<file path="src/rtl/seq_detect_pkg.sv">
// Shared types and reset constants for the programmable symbol sequence detector.
package seq_detect_pkg;

  typedef enum logic [1:0] {
    IDLE  = 2'd0,
    ARMED = 2'd1,
    HOLD  = 2'd2
  } state_t;

  localparam int SYM_W_DEF   = 3;
  localparam int DEFAULT_LEN = 8;

  // Slot 0 sits in the least significant position: 001,101,110,000,110,110,011,101.
  localparam logic [DEFAULT_LEN-1:0][SYM_W_DEF-1:0] DEFAULT_PATTERN = {
    3'b101, 3'b011, 3'b110, 3'b110, 3'b000, 3'b110, 3'b101, 3'b001
  };

endpackage

</file>
<file path="src/rtl/seq_window_cmp.sv">
// Combinational compare of the stored symbol history plus the incoming symbol
// against the first len slots of the programmed pattern.
module seq_window_cmp #(
  parameter int SYM_W   = 3,
  parameter int MAX_LEN = 8,
  localparam int IDX_W  = $clog2(MAX_LEN),
  localparam int LEN_W  = IDX_W + 1
) (
  input  logic [MAX_LEN-2:0][SYM_W-1:0] hist,
  input  logic [SYM_W-1:0]              sym,
  input  logic [MAX_LEN-1:0][SYM_W-1:0] pattern,
  input  logic [LEN_W-1:0]              len,
  input  logic [LEN_W-1:0]              fill,
  output logic                          match
);

  logic             hit;
  logic [IDX_W-1:0] pidx;

  // hist[0] is the newest stored symbol, so it lines up with pattern slot len-2.
  always_comb begin
    hit  = (pattern[IDX_W'(len - LEN_W'(1))] == sym);
    pidx = '0;
    for (int k = 0; k < MAX_LEN - 1; k++) begin
      pidx = IDX_W'(len - LEN_W'(2) - LEN_W'(k));
      if ((LEN_W'(k) < len - LEN_W'(1)) && (pattern[pidx] != hist[k]))
        hit = 1'b0;
    end
  end

  assign match = hit && (({1'b0, fill} + (LEN_W+1)'(1)) >= {1'b0, len});

endmodule

</file>
<file path="src/rtl/seq_detect_ctrl.sv">
// Programmable sequence detector controller: pattern/length config, arm/disarm
// FSM, history window and saturating match counter.
module seq_detect_ctrl
  import seq_detect_pkg::*;
#(
  parameter int SYM_W   = SYM_W_DEF,
  parameter int MAX_LEN = 8,
  parameter int CNT_W   = 8,
  localparam int IDX_W  = $clog2(MAX_LEN),
  localparam int LEN_W  = IDX_W + 1
) (
  input  logic             clk,
  input  logic             reset_n,
  input  logic             cfg_we,
  input  logic [IDX_W-1:0] cfg_idx,
  input  logic [SYM_W-1:0] cfg_sym,
  input  logic             cfg_len_we,
  input  logic [LEN_W-1:0] cfg_len,
  output logic             cfg_err,
  input  logic             arm,
  input  logic             disarm,
  input  logic             oneshot,
  input  logic             data_valid,
  input  logic [SYM_W-1:0] data,
  output logic             sequence_found,
  output logic             armed,
  output logic [CNT_W-1:0] match_count
);

  state_t                        state;
  logic                          oneshot_q;
  logic [MAX_LEN-1:0][SYM_W-1:0] pat;
  logic [LEN_W-1:0]              len;
  logic [MAX_LEN-2:0][SYM_W-1:0] hist;
  logic [LEN_W-1:0]              fill;
  logic                          match;

  seq_window_cmp #(
    .SYM_W   (SYM_W),
    .MAX_LEN (MAX_LEN)
  ) u_cmp (
    .hist    (hist),
    .sym     (data),
    .pattern (pat),
    .len     (len),
    .fill    (fill),
    .match   (match)
  );

  always_ff @(posedge clk or negedge reset_n) begin
    if (!reset_n) begin
      state          <= IDLE;
      armed          <= 1'b0;
      sequence_found <= 1'b0;
      cfg_err        <= 1'b0;
      match_count    <= '0;
      oneshot_q      <= 1'b0;
      hist           <= '0;
      fill           <= '0;
      len            <= LEN_W'(DEFAULT_LEN);
      for (int i = 0; i < MAX_LEN; i++)
        pat[i] <= SYM_W'(DEFAULT_PATTERN[i % DEFAULT_LEN]);
    end else begin
      sequence_found <= 1'b0;
      cfg_err        <= 1'b0;
      case (state)
        IDLE: begin
          if (cfg_we)
            pat[cfg_idx] <= cfg_sym;
          if (cfg_len_we) begin
            if (cfg_len == '0 || cfg_len > LEN_W'(MAX_LEN))
              cfg_err <= 1'b1;
            else
              len <= cfg_len;
          end
          if (arm && !disarm) begin
            state       <= ARMED;
            armed       <= 1'b1;
            hist        <= '0;
            fill        <= '0;
            match_count <= '0;
            oneshot_q   <= oneshot;
          end
        end
        ARMED: begin
          if (cfg_we || cfg_len_we)
            cfg_err <= 1'b1;
          if (data_valid) begin
            hist[0] <= data;
            for (int i = 1; i < MAX_LEN - 1; i++)
              hist[i] <= hist[i-1];
            if (fill != LEN_W'(MAX_LEN))
              fill <= fill + LEN_W'(1);
            if (match) begin
              sequence_found <= 1'b1;
              if (match_count != '1)
                match_count <= match_count + CNT_W'(1);
            end
          end
          // A completing symbol alongside disarm is still reported above.
          if (disarm) begin
            state <= IDLE;
            armed <= 1'b0;
          end else if (data_valid && match && oneshot_q) begin
            state <= HOLD;
            armed <= 1'b0;
          end
        end
        HOLD: begin
          if (cfg_we || cfg_len_we)
            cfg_err <= 1'b1;
          if (disarm)
            state <= IDLE;
        end
        default: begin
          state <= IDLE;
          armed <= 1'b0;
        end
      endcase
    end
  end

endmodule

</file>
<file path="config.mk">
export PLATFORM = sky130hd
export DESIGN_NAME = seq_detect_ctrl
export DESIGN_NICKNAME = d
export VERILOG_FILES = /design/src/rtl/seq_detect_pkg.sv /design/src/rtl/seq_window_cmp.sv /design/src/rtl/seq_detect_ctrl.sv
export SDC_FILE = /design/constraint.sdc
export NUM_CORES = 1
export LEC_CHECK = 0
export BUFFER_PORTS_ARGS = -buffer_cell sky130_fd_sc_hd__buf_2
export CORE_ASPECT_RATIO = 0.7
export CORE_UTILIZATION = 50
export DETAILED_ROUTE_END_ITERATION = 8
export PLACE_DENSITY = 0.76
export SLEW_MARGIN = 20
export SYNTH_ARGS = -nofsm -noshare
export SYNTH_HDL_FRONTEND = slang
export SYNTH_HIERARCHICAL = 1
export SYNTH_SLANG_ARGS = --single-unit
</file>
<file path="constraint.sdc">
create_clock -name clk -period 7.5 [get_ports clk]
set_input_delay 0.75 -clock clk [delete_from_list [all_inputs] [get_ports clk]]
set_output_delay 0.75 -clock clk [all_outputs]
set_load 0.05 [all_outputs]
</file>
==> qor.txt <==
Result of the run -> finished clean
DRC viols -> 0
Fill cells -> 765
RSZ-0062 raised after global routing -> false
Hold Buf Count CTS -> 0
Synthesis-to-layout area growth -> 11.0%
Mean post-synth cell area -> 10.9 µm²
TritonRoute pass-1 iters -> 6
Sequential cell area -> 1700 µm²
Hold Violations, Final -> 0
Std-Cell Rows -> 29
Most area-consuming cells after synthesis -> dfrtp_1, mux4_2, dfstp_2
DR iter-0 viols -> 370
Final cycle utilization of the critical path -> 0.694
Fin crit period -> 5200 ps
Seq/Total Area, Yosys -> 0.345
Post-CTS Setup Bufs -> 0
Ys async rst share -> 1.00
Initial antenna violation count -> 0
Final nets -> 516
Crit path DAT -> 5420 ps
# setup viols final -> 0
Top-count cell post-synth -> nand2_1
Synthesized area -> 4910 µm²
Vias in the first global route -> 3717
Crit path cell chain -> clkinv_1 -> ha_1 -> inv_2 -> mux4_2 -> xnor2_1 -> a211o_1 -> a2111oi_2 -> and2b_1 -> o22a_1 -> nand3_1 -> inv_1 -> o21ai_1 -> a21o_1 -> a211o_1
Drt via density -> 6.37
Buf+Inv Stages, Crit Path -> 3
Critical path fanouts, max -> 42
Die Span X -> 120 µm
Clock slew at reported path FFs -> 60 ps
Critical path startpoint category -> flop
Worst skew pair latency -> 340 ps
Slowest stage delay, CP -> 1030 ps
Worst path top cell family by delay -> compound AO/OA/AOI/OAI gates
Routed Antenna Nets -> 0
Clock sink count -> 67
First-pass GRT wire length -> 20.0 mm
Layout Skew -> 3.50 ps
Area leader, netlist -> dfrtp_1
Share of cells above drive strength 1 -> 0.280
Root Buffer -> clkbuf_16
CP Class -> flop to flop
Top-area cell type share of the netlist area -> 0.270
Endpoint type of the worst setup path -> flop
DP Cell Count -> 591
GRT Resource Usage Total -> 0.257
Syn Nets -> 490
Vias -> 3866
Gr ovfl total -> 0
Clk buf depth -> 2
Number of synthesized flops with an enable pin -> 0
Ant. Diodes -> 0
PostCTS Resize Cnt -> 0
Multi-input gate area -> 3040 µm²
IO Port Bufs -> 31
Hold Slack -> 493 ps
Top-Level Pins -> 32
Number of synthesis warnings -> 6
Fin. max-slew vios -> 0
Post-Synthesis Cells -> 452
Flops & latches, synth -> 67
Slew margin rel. -> 0.322
CTS buffer count -> 9
WL final -> 12.0 mm
Worst-margin pin slew -> 1020 ps
Die footprint -> 10200 µm²
TNS Setup -> 0 ps
Core Box Area -> 9290 µm²
DP HPWL -> 8.59 mm
Top cell by count, worst path -> a211o_1
Data required, critical path -> 7720 ps
Largest net degree at the start of global routing -> 68
Die height -> 84.9 µm
Fmax -> 192 MHz
GP Congestion -> 0.920
DR WL/cell -> 19.8 µm
CTS tree -> built
CP max-delay cell -> dfrtp_2
Yosys cell types -> 57
Starting density of the core -> 0.529
Synth cell count leaders -> nand2_1, dfrtp_1, mux2_2, mux2i_1, mux4_2
H-tree level count -> 3
Layout Cells excl Fill -> 607
HP Class -> flop to flop
Max cap viols -> 0
Post-synth top flop -> dfrtp_1
## worst paths after layout
check | slack (ps) | from | depth (start not counted) | to
setup / recovery | 2300 | len[0] | 14 | match_count[6]
hold / removal | 490 | armed | 1 | armed
setup reg to reg | 2300 | len[0] | 14 | match_count[6]
hold reg to reg | 490 | armed | 1 | armed
max in group asynchronous | 6310 | reset_n | 2 | len[0]
min in group asynchronous | 590 | reset_n | 2 | hist[6]
## metrics by stage
step | cell area, µm² | util | setup WS, ps
final | 5450 | 0.587 | 2300
after global routing | 5450 | 0.587 | 1970
after CTS | 5450 | 0.587 | 2340
after detailed placement | 5130 | 0.553 | 2360
after global placement | 5130 | 0.553 | 2550
after floorplan | 4910 | - | 3450
## routing by layer
| layer | GRT usage | up-vias | routed length, µm | part of all wire |
|---|---|---|---|---|
| li1 | - | 1739 | - | - |
| met1 | 0.387 | 1925 | 5650 | 0.47 |
| met2 | 0.361 | 187 | 5070 | 0.42 |
| met3 | 0.0706 | 15 | 1140 | 0.095 |
| met4 | 0.0774 | 0 | 159 | 0.013 |
| met5 | 0 | - | 0 | 0 |
## state kept, by name, indices dropped and copies added, names as in the netlist
signal	flops
pat	24
hist	21
match_count	8
fill	4
len	4
state	2
armed	1
cfg_err	1
oneshot_q	1
sequence_found	1
## cell families after synthesis
logic type | count (synthesis) | synth area share
simple gates | 126 | 0.125
mux | 93 | 0.284
buf+inv | 36 | 0.0374
xor+xnor | 35 | 0.0624
compound gates | 78 | 0.104
flops | 67 | 0.345
fa+ha+maj | 17 | 0.0433
## cell type report
cell class,count,share of cell area
Clock inverter,7,0.0170
Multi-Input combinational cell,349,0.557
Inverter,15,0.0103
Timing Repair Buffer,36,0.0353
Clock buffer,9,0.0413
Tap cell,124,0.0285
Sequential cell,67,0.311
## cells in the final DEF (no fill, tap or decap), types with 5 or more instances in the layout
cell type / count
mux2_2: 29
nor3_1: 7
dfrtp_1: 52
mux2i_1: 29
o21ai_0: 28
a21oi_1: 7
a31oi_1: 8
ha_1: 17
xnor2_1: 14
buf_4: 5
xor2_1: 21
dfstp_2: 14
nand3_1: 18
nor2_1: 15
clkbuf_16: 9
nand2_1: 56
mux4_2: 29
buf_2: 31
a211o_1: 5
and3_1: 6
inv_1: 12
Power is not shown: default switching activity piles up to over one toggle a cycle in this logic, so the estimate is an artifact.
